## config.mk

```make
export PLATFORM = sky130hd
export DESIGN_NAME = fp_result_display
export DESIGN_NICKNAME = d
export VERILOG_FILES = /design/src/rtl/fp_result_display.sv
export SDC_FILE = /design/constraint.sdc
export NUM_CORES = 1
export LEC_CHECK = 0
export CORE_ASPECT_RATIO = 0.75
export CORE_MARGIN = 2
export CORE_UTILIZATION = 50
export CTS_CLUSTER_SIZE = 25
export DETAILED_ROUTE_END_ITERATION = 10
export PLACE_DENSITY_LB_ADDON = 0.25
export SLEW_MARGIN = 20
export SYNTH_ARGS = -nofsm -noshare
export SYNTH_HDL_FRONTEND = slang
export SYNTH_SLANG_ARGS = --single-unit
```

## constraint.sdc

```tcl
create_clock -name Clk -period 6.95 [get_ports Clk]
set_input_delay 1.39 -clock Clk [delete_from_list [all_inputs] [get_ports Clk]]
set_output_delay 1.39 -clock Clk [all_outputs]
set_load 0.03 [all_outputs]
```

## src/rtl/fp_result_display.sv

```systemverilog
// Holds one FP result (single or double) and pages through it 16 bits at a time on a 4-digit 7-seg display.
// Outputs registered (result visible the cycle after accept); in_ready drops when lock is high or reset is asserted.
module fp_result_display #(
  parameter int DWELL_CYCLES = 50_000_000,
  parameter int SCAN_DIV     = 1024
) (
  input  logic        Clk,
  input  logic        Rst,
  input  logic        in_valid,
  output logic        in_ready,
  input  logic [63:0] in_data,
  input  logic        in_double,
  input  logic        lock,
  input  logic        step,
  input  logic        auto_en,
  output logic [1:0]  word_idx,
  output logic [15:0] word,
  output logic        shown,
  output logic [3:0]  an,
  output logic [6:0]  seg
);

  localparam int DW = (DWELL_CYCLES > 1) ? $clog2(DWELL_CYCLES) : 1;
  localparam int SW = (SCAN_DIV > 1) ? $clog2(SCAN_DIV) : 1;
  localparam logic [DW-1:0] DWELL_LAST = DW'(DWELL_CYCLES - 1);
  localparam logic [SW-1:0] SCAN_LAST  = SW'(SCAN_DIV - 1);

  typedef enum logic {IDLE, SHOW} state_t;

  state_t        state_q, state_d;
  logic [63:0]   held_q, held_d;
  logic          dbl_q, dbl_d;
  logic [1:0]    idx_q, idx_d;
  logic [DW-1:0] dwell_q, dwell_d;
  logic [SW-1:0] scan_q, scan_d;
  logic [1:0]    dig_q, dig_d;
  logic [15:0]   word_q, word_d;
  logic          shown_q, shown_d;
  logic [3:0]    an_q, an_d;
  logic [6:0]    seg_q, seg_d;
  logic          accept;
  logic          advance;

  function automatic logic [6:0] hex7(input logic [3:0] n);
    case (n)
      4'h0: hex7 = 7'h40;
      4'h1: hex7 = 7'h79;
      4'h2: hex7 = 7'h24;
      4'h3: hex7 = 7'h30;
      4'h4: hex7 = 7'h19;
      4'h5: hex7 = 7'h12;
      4'h6: hex7 = 7'h02;
      4'h7: hex7 = 7'h78;
      4'h8: hex7 = 7'h00;
      4'h9: hex7 = 7'h10;
      4'hA: hex7 = 7'h08;
      4'hB: hex7 = 7'h03;
      4'hC: hex7 = 7'h46;
      4'hD: hex7 = 7'h21;
      4'hE: hex7 = 7'h06;
      default: hex7 = 7'h0E;
    endcase
  endfunction

  assign in_ready = Rst & ~lock;
  assign accept   = in_valid & in_ready;

  always_comb begin
    state_d = state_q;
    held_d  = held_q;
    dbl_d   = dbl_q;
    idx_d   = idx_q;
    dwell_d = dwell_q;
    scan_d  = scan_q;
    dig_d   = dig_q;
    advance = 1'b0;

    if (accept) begin
      held_d  = in_data;
      dbl_d   = in_double;
      idx_d   = 2'd0;
      dwell_d = '0;
      state_d = SHOW;
    end else if (state_q == SHOW) begin
      advance = step | (auto_en & (dwell_q == DWELL_LAST));
      if (advance) begin
        idx_d   = dbl_q ? idx_q + 2'd1 : {1'b0, ~idx_q[0]};
        dwell_d = '0;
      end else if (auto_en) begin
        dwell_d = dwell_q + DW'(1);
      end else begin
        dwell_d = '0;
      end
    end

    // Scan keeps free-running across accepts and advances; only reset re-homes it.
    if (state_q == SHOW) begin
      if (scan_q == SCAN_LAST) begin
        scan_d = '0;
        dig_d  = dig_q + 2'd1;
      end else begin
        scan_d = scan_q + SW'(1);
      end
    end

    // Display fields follow next-state so word and digits change on the same edge.
    if (state_d == SHOW) begin
      shown_d = 1'b1;
      word_d  = held_d[{idx_d, 4'b0000} +: 16];
      an_d    = ~(4'b0001 << dig_d);
      seg_d   = hex7(word_d[{dig_d, 2'b00} +: 4]);
    end else begin
      shown_d = 1'b0;
      word_d  = 16'h0000;
      an_d    = 4'b1111;
      seg_d   = 7'h7F;
    end
  end

  always_ff @(posedge Clk) begin
    if (!Rst) begin
      state_q <= IDLE;
      held_q  <= 64'h0;
      dbl_q   <= 1'b0;
      idx_q   <= 2'd0;
      dwell_q <= '0;
      scan_q  <= '0;
      dig_q   <= 2'd0;
      word_q  <= 16'h0000;
      shown_q <= 1'b0;
      an_q    <= 4'b1111;
      seg_q   <= 7'h7F;
    end else begin
      state_q <= state_d;
      held_q  <= held_d;
      dbl_q   <= dbl_d;
      idx_q   <= idx_d;
      dwell_q <= dwell_d;
      scan_q  <= scan_d;
      dig_q   <= dig_d;
      word_q  <= word_d;
      shown_q <= shown_d;
      an_q    <= an_d;
      seg_q   <= seg_d;
    end
  end

  assign word_idx = idx_q;
  assign word     = word_q;
  assign shown    = shown_q;
  assign an       = an_q;
  assign seg      = seg_q;

endmodule

```

Yosys cells after proc, flatten, opt, wreduce, memory -nomap -nowiden:

Memories as Yosys holds them, arrays and structs flattened. A register that Yosys moved wholly into a read port is not among the register bits.
Cells that the tools add are included.

* register bits: 127
* output and inout port bits: 31
* memory bits (writable): 0
* latch bits: 0
* memories kept: 1
* input bits: 71
* memory bits (read-only): 112
* word-level logic and storage cells: 43

Memories
* (name not given): words 16, bits a word 7, rd ports 1, clocked after Yosys merged registers in 1, wr ports 0, RTL line 45 `case (n)`

* multiplexer cells: 12
* $lt $le $gt $ge: 0
* eq/ne operators: 2
* $mul: 0
* add/subtract/negate cells: 4
* shifts and indexed selects: 3
* reduce and logical (&&, ||, !) cells: 3
* bitwise operators: 8
* div/mod/pow operators: 0

Operators with widths (count)
* $mux 64: 1
* $shiftx 64x7->16: 1
* $mux 26: 2
* $add 26x1->26 const B: 1
* $eq 26x26->1 const B: 1
* $shiftx 16x5->4: 1
* $mux 2: 6
* $add 10x1->10 const B: 1
* $eq 10x10->1 const B: 1
* $mux 10: 1
* $add 2x1->2 const B: 2
* $not 4->4: 1
* $shl 1x2->4 const A: 1
* $and 1x1->1: 3
* $not 1->1: 3
* $mux 1: 2
* $reduce_and 2->1: 1
* $reduce_or 2->1: 1
* $logic_not 1->1: 1
* $or 1x1->1: 1

Logic depth before layout (Yosys ltp):

* word-level depth: 8
* mapped depth: 17
* depth with buffers taken out: 14

Worst setup path before layout:

Ideal clock, no wire load.

* path kind: input port to flip-flop
* start: input port Rst
* end: register seg_q[4] (netlist: seg[4])
* arrival time: 4.950 ns
* data required time: 6.830 ns
* setup time: 0.120 ns
* path buffers: 4
* cell stages on the path: 16
* slack: 1.880 ns
* cell sequence: clkbuf_2 -> nor2b_1 -> and2_1 -> clkbuf_1 -> a211oi_1 -> nor2_1 -> buf_2 -> clkbuf_1 -> o21ai_0 -> a31oi_1 -> o221ai_1 -> o221ai_1 -> inv_1 -> ha_1 -> mux2_2 -> a211o_1

* cells in the longest elaborated chain, start to end: 5
* elaborated cells on any way between the ends: 9
* classes of those cells: shift: 2; mux: 3; bitwise: 2; reduce/logical: 2

RTL lines
* start: declaration: RTL line 8 `input logic Rst,`
* $and 1x1->1 *: RTL line 65 `assign in_ready = Rst & ~lock;`
* net in_ready: RTL line 10 `output logic in_ready,`
* $and 1x1->1 *: RTL line 66 `assign accept = in_valid & in_ready;`
* $mux 64, or another cell as far along: RTL line 78 `if (accept) begin`
* $shiftx 64x7->16 or $reduce_and 2->1 (tied branches)
* $shiftx 16x5->4 or $logic_not 1->1 (tied branches)
* end: declaration: RTL line 40 `logic [6:0] seg_q, seg_d;`

Mark *: on every way through the listed nets, which the timed path passes. The rest lies on a longest branch.
A chain may end at the register's enable or synchronous reset.

Final worst setup path:

* start: input port auto_en
* end: register seg_q[0] (netlist: seg[0])

* cells in the longest elaborated chain, start to end: 7

RTL lines
* start: declaration: RTL line 15 `input logic auto_en,`
* $and 1x1->1: RTL line 85 `advance = step | (auto_en & (dwell_q == DWELL_LAST));`
* $or 1x1->1: RTL line 85
* $mux 2: RTL line 86 `if (advance) begin`
* $mux 2: RTL line 84 `end else if (state_q == SHOW) begin`
* $mux 2: RTL line 78
* $shiftx 64x7->16: RTL line 109 `word_d = held_d[{idx_d, 4'b0000} +: 16];`
* $shiftx 16x5->4: RTL line 111 `seg_d = hex7(word_d[{dig_d, 2'b00} +: 4]);`

Every way passes these cells.

==> metrics.md <==
| Metric | Value |
|---|---|
| Status | finished clean |
| Post-CTS Resized | 0 |
| Slew headroom | around a third |
| R2R cell count | 14 |
| Initial core utilization | 51.8% |
| Vias in the first global route | 5228 |
| Drc violations | 0 |
| Setup CP Type | in2reg |
| DP Wirelength | between 10000 and 15000 microns |
| FFs w/ async S/R, synth | 0% |
| Crit path setup slack, layout | 1680 ps |
| Synth warn | 0 |
| Crit path capture type | register |
| Worst slew pin tran | 1010 ps |
| H-Tree Depth | 4 |
| Req. time, crit path | a little over 7000 ps |
| Cell count after synthesis | 739 |
| Power density over cell area | 246 nW/um^2 |
| Fin. Hold Viols | 0 |
| Worst r2r dst | seg[0] |
| Critical path origin | auto_en |
| CTS buffer count | 17 |
| Postcts setup bufs | 0 |
| Pre-CTS WS | 1360 ps |
| Critical path buffers and inverters | 3 |
| Ys flop type | dfxtp_1 |
| Avg Synthesized Cell Area | between 8 and 9 sq um |
| Fin Setup TNS | 0 ps |
| Critical path startpoint category | input port |
| Via count | about 5600 |
| RD Place Congestion | between 0.8 and 0.9 |
| Fillers | 976 |
| Initial DRC Count | 441 |
| CP endpoint | seg[0] |
| Max rail drop VDD | 0.170 mV |
| Port Buffers | 101 |
| Distinct cell type count after synthesis | 66 |
| Post-DR vias/cell | about 5.6 |
| Seq/Total Area, Yosys | 43.8% |
| Final #Nets | between 900 and 1000 |
| Layout Cells excl Fill | 1001 |
| Commonest non-fill, non-tap cell in the layout | nand2_1 |
| Antenna cells | 0 |
| Synth Register Bits | approximately 130 |
| Inst Count DP | 969 |
| CORE AREA | 11700 sq um |
| Die Y | roughly 100 microns |
| Final setup fails | 0 |
| First-pass GRT wire length | 26900 microns |
| Final ANT Viol Nets | 0 |
| Row count | 34 |
| Initial antenna violation count | 0 |
| Crit share post-route | 75.8% |
| EDFF count, synth | 0 |
| Crit path cell chain | clkdlybuf4s50_1, and3b_2, and4_1, a21boi_1, xnor2_2, buf_4, mux2i_1, o21ai_0, nor3_1, o221ai_1, inv_1, ha_1, nor3_1, mux2_2, a311oi_1 |
| Slew Viols, Final | 0 |
| TritonCTS clock tree | yes |
| Area Growth Syn to Fin | 27.5% |
| Most frequent cells in the layout | nand2_1, dfxtp_1, clkdlybuf4s50_1 |
| Die Span X | 131 microns |
| DRT Pass-1 Iters | 5 |
| Critical Path Most Common Cell | nor3_1 |
| Grt total ovfl | 0 |
| Root buffer selected by CTS | clkbuf_16 |
| CTS Hold Bufs | 0 |
| Mapped Nets | 818 |
| Worst R2R Start | dwell_q[10] |
| Largest net degree at the start of global routing | between 70 and 80 |
| Tmin final | 5270 ps |
| Clk Latency, worst-skew pair | 410 ps |
| Die footprint | 13100 sq um |
| Crit-path max cell delay | 670 ps |
| Leakage | 2.75 nW |
| Worst-case clock skew | approximately 10 ps |
| Top Family by Delay on Critical Path | buffers and inverters |
| Hold Path Class | reg2reg |
| CTS max path bufs | 2 |
| Slowest cell on crit path | xnor2_2 |
| Crit path depth | 15 |
| RSZ-0062 raised after global routing | no |
| Routed WL | 16900 microns |
| GR Util All Layers | 25.8% |
| Max-Cap Viols | 0 |
| Reg-to-reg setup timing slack | 2000 ps |
| TritonCTS Sinks | 133 |
| Share of layout cells above drive strength 1 | under 10% |
| Mapped cell area | 6080 sq um |
| Fmax | approximately 190 MHz |
| I/O Pins | ~100 |
| Max FO, Critical Path | 11 |
| DR WL/cell | 16.8 microns |
| Clk slew on worst S/H paths | 60 ps |
| Critical Path AT | 5580 ps |
cells by family after synthesis:
logic type | Yosys count | share of synthesized area (%)
flip-flops | 133 | 43.8
adder cells (fa/ha/maj) | 8 | 1.65
AO/OA/AOI/OAI | 147 | 14.7
multiplexers | 32 | 5.43
AND/OR/NAND/NOR | 331 | 24.7
XOR/XNOR | 37 | 5.33
buffers and inverters | 51 | 4.40
routing by layer:
metal	global-route usage (%)	vias up	wire, microns
met5	0	-	0
met4	6.61	0	222
met3	4.84	23	1150
met2	41.0	222	7530
met1	36.5	2609	7940
li1	-	2704	-
power breakdown:
| part | switching (W) | internal [W] | total [W] |
|---|---|---|---|
| combinational | 0.000103 | 0.0000890 | 0.000192 |
| clock | 0.000332 | 0.000582 | 0.000915 |
| sequential | 0.0000178 | 0.000784 | 0.000802 |
layout make-up:
| class | instances | area, sq um | share of cell area, % |
|---|---|---|---|
| clock buffers | 20 | 457 | 5.89 |
| clock inverters | 12 | 154 | 1.98 |
| inverters | 9 | 33.8 | 0.435 |
| multi-input cells | 555 | 3170 | 40.9 |
| flip-flops and latches | 133 | 2660 | 34.3 |
| well taps | 162 | 203 | 2.61 |
| repair buffers | 110 | 1080 | 13.9 |
how the worst min path moves through the flow:
stage	startpoint	endpoint	slack, ps	cells past startpoint
after floorplan	dig_q[1]	an[3]	430	1
after global placement	held_q[8]	held_q[8]	440	2
after detailed placement	held_q[4]	held_q[4]	450	2
after CTS	held_q[4]	held_q[4]	460	2
after global routing	held_q[41]	held_q[41]	480	2
final	held_q[4]	held_q[4]	460	2
state kept, by name, summed over array words and instances, names as in the netlist:
register	flops
dbl_q	1
dwell_q	26
dig_q	2
word_idx	2
an	4
scan_q	10
word	16
seg	7
state_q	1
held_q	64
cell usage after synthesis, drive strengths merged, types with 3 or more instances:
| library cell | number | share of area [%] |
|---|---|---|
| a21boi | 5 | 0.62 |
| a21oi | 88 | 7.2 |
| a221oi | 3 | 0.43 |
| and2 | 5 | 0.53 |
| and3 | 4 | 0.45 |
| buf | 7 | 0.84 |
| clkbuf | 35 | 3.0 |
| dfxtp | 133 | 44 |
| ha | 8 | 1.6 |
| inv | 8 | 0.49 |
| mux2 | 8 | 1.5 |
| mux2i | 24 | 3.9 |
| nand2 | 174 | 11 |
| nand2b | 10 | 1.0 |
| nand3 | 20 | 1.6 |
| nand4 | 14 | 1.4 |
| nor2 | 59 | 3.6 |
| nor2b | 3 | 0.31 |
| nor3 | 16 | 1.3 |
| nor3b | 3 | 0.37 |
| nor4 | 3 | 0.56 |
| o2111ai | 3 | 0.43 |
| o21a | 4 | 0.49 |
| o21ai | 20 | 1.8 |
| o221ai | 6 | 0.86 |
| or2 | 3 | 0.31 |
| or3 | 5 | 0.51 |
| xnor2 | 14 | 2.0 |
| xor2 | 23 | 3.3 |
tightest hold or removal path: stages, from the launching register on:
cell and delay, ps:
dfxtp_1 310, nand2_1 50, a21oi_1 50
stage by stage:
stage                     hold slack (ps)  instance area, sq um  total power (W)  utilization [%]
after CTS                             457                  7750          0.00191             66.0
after floorplan                       427                  6080         0.000925                -
final                                 457                  7760          0.00191             66.1
after global placement                444                  7140          0.00100             60.8
after global routing                  482                  7760          0.00197             66.1
after detailed placement              449                  7140          0.00101             60.8
No activity file was read; power rests on OpenSTA's default activity.
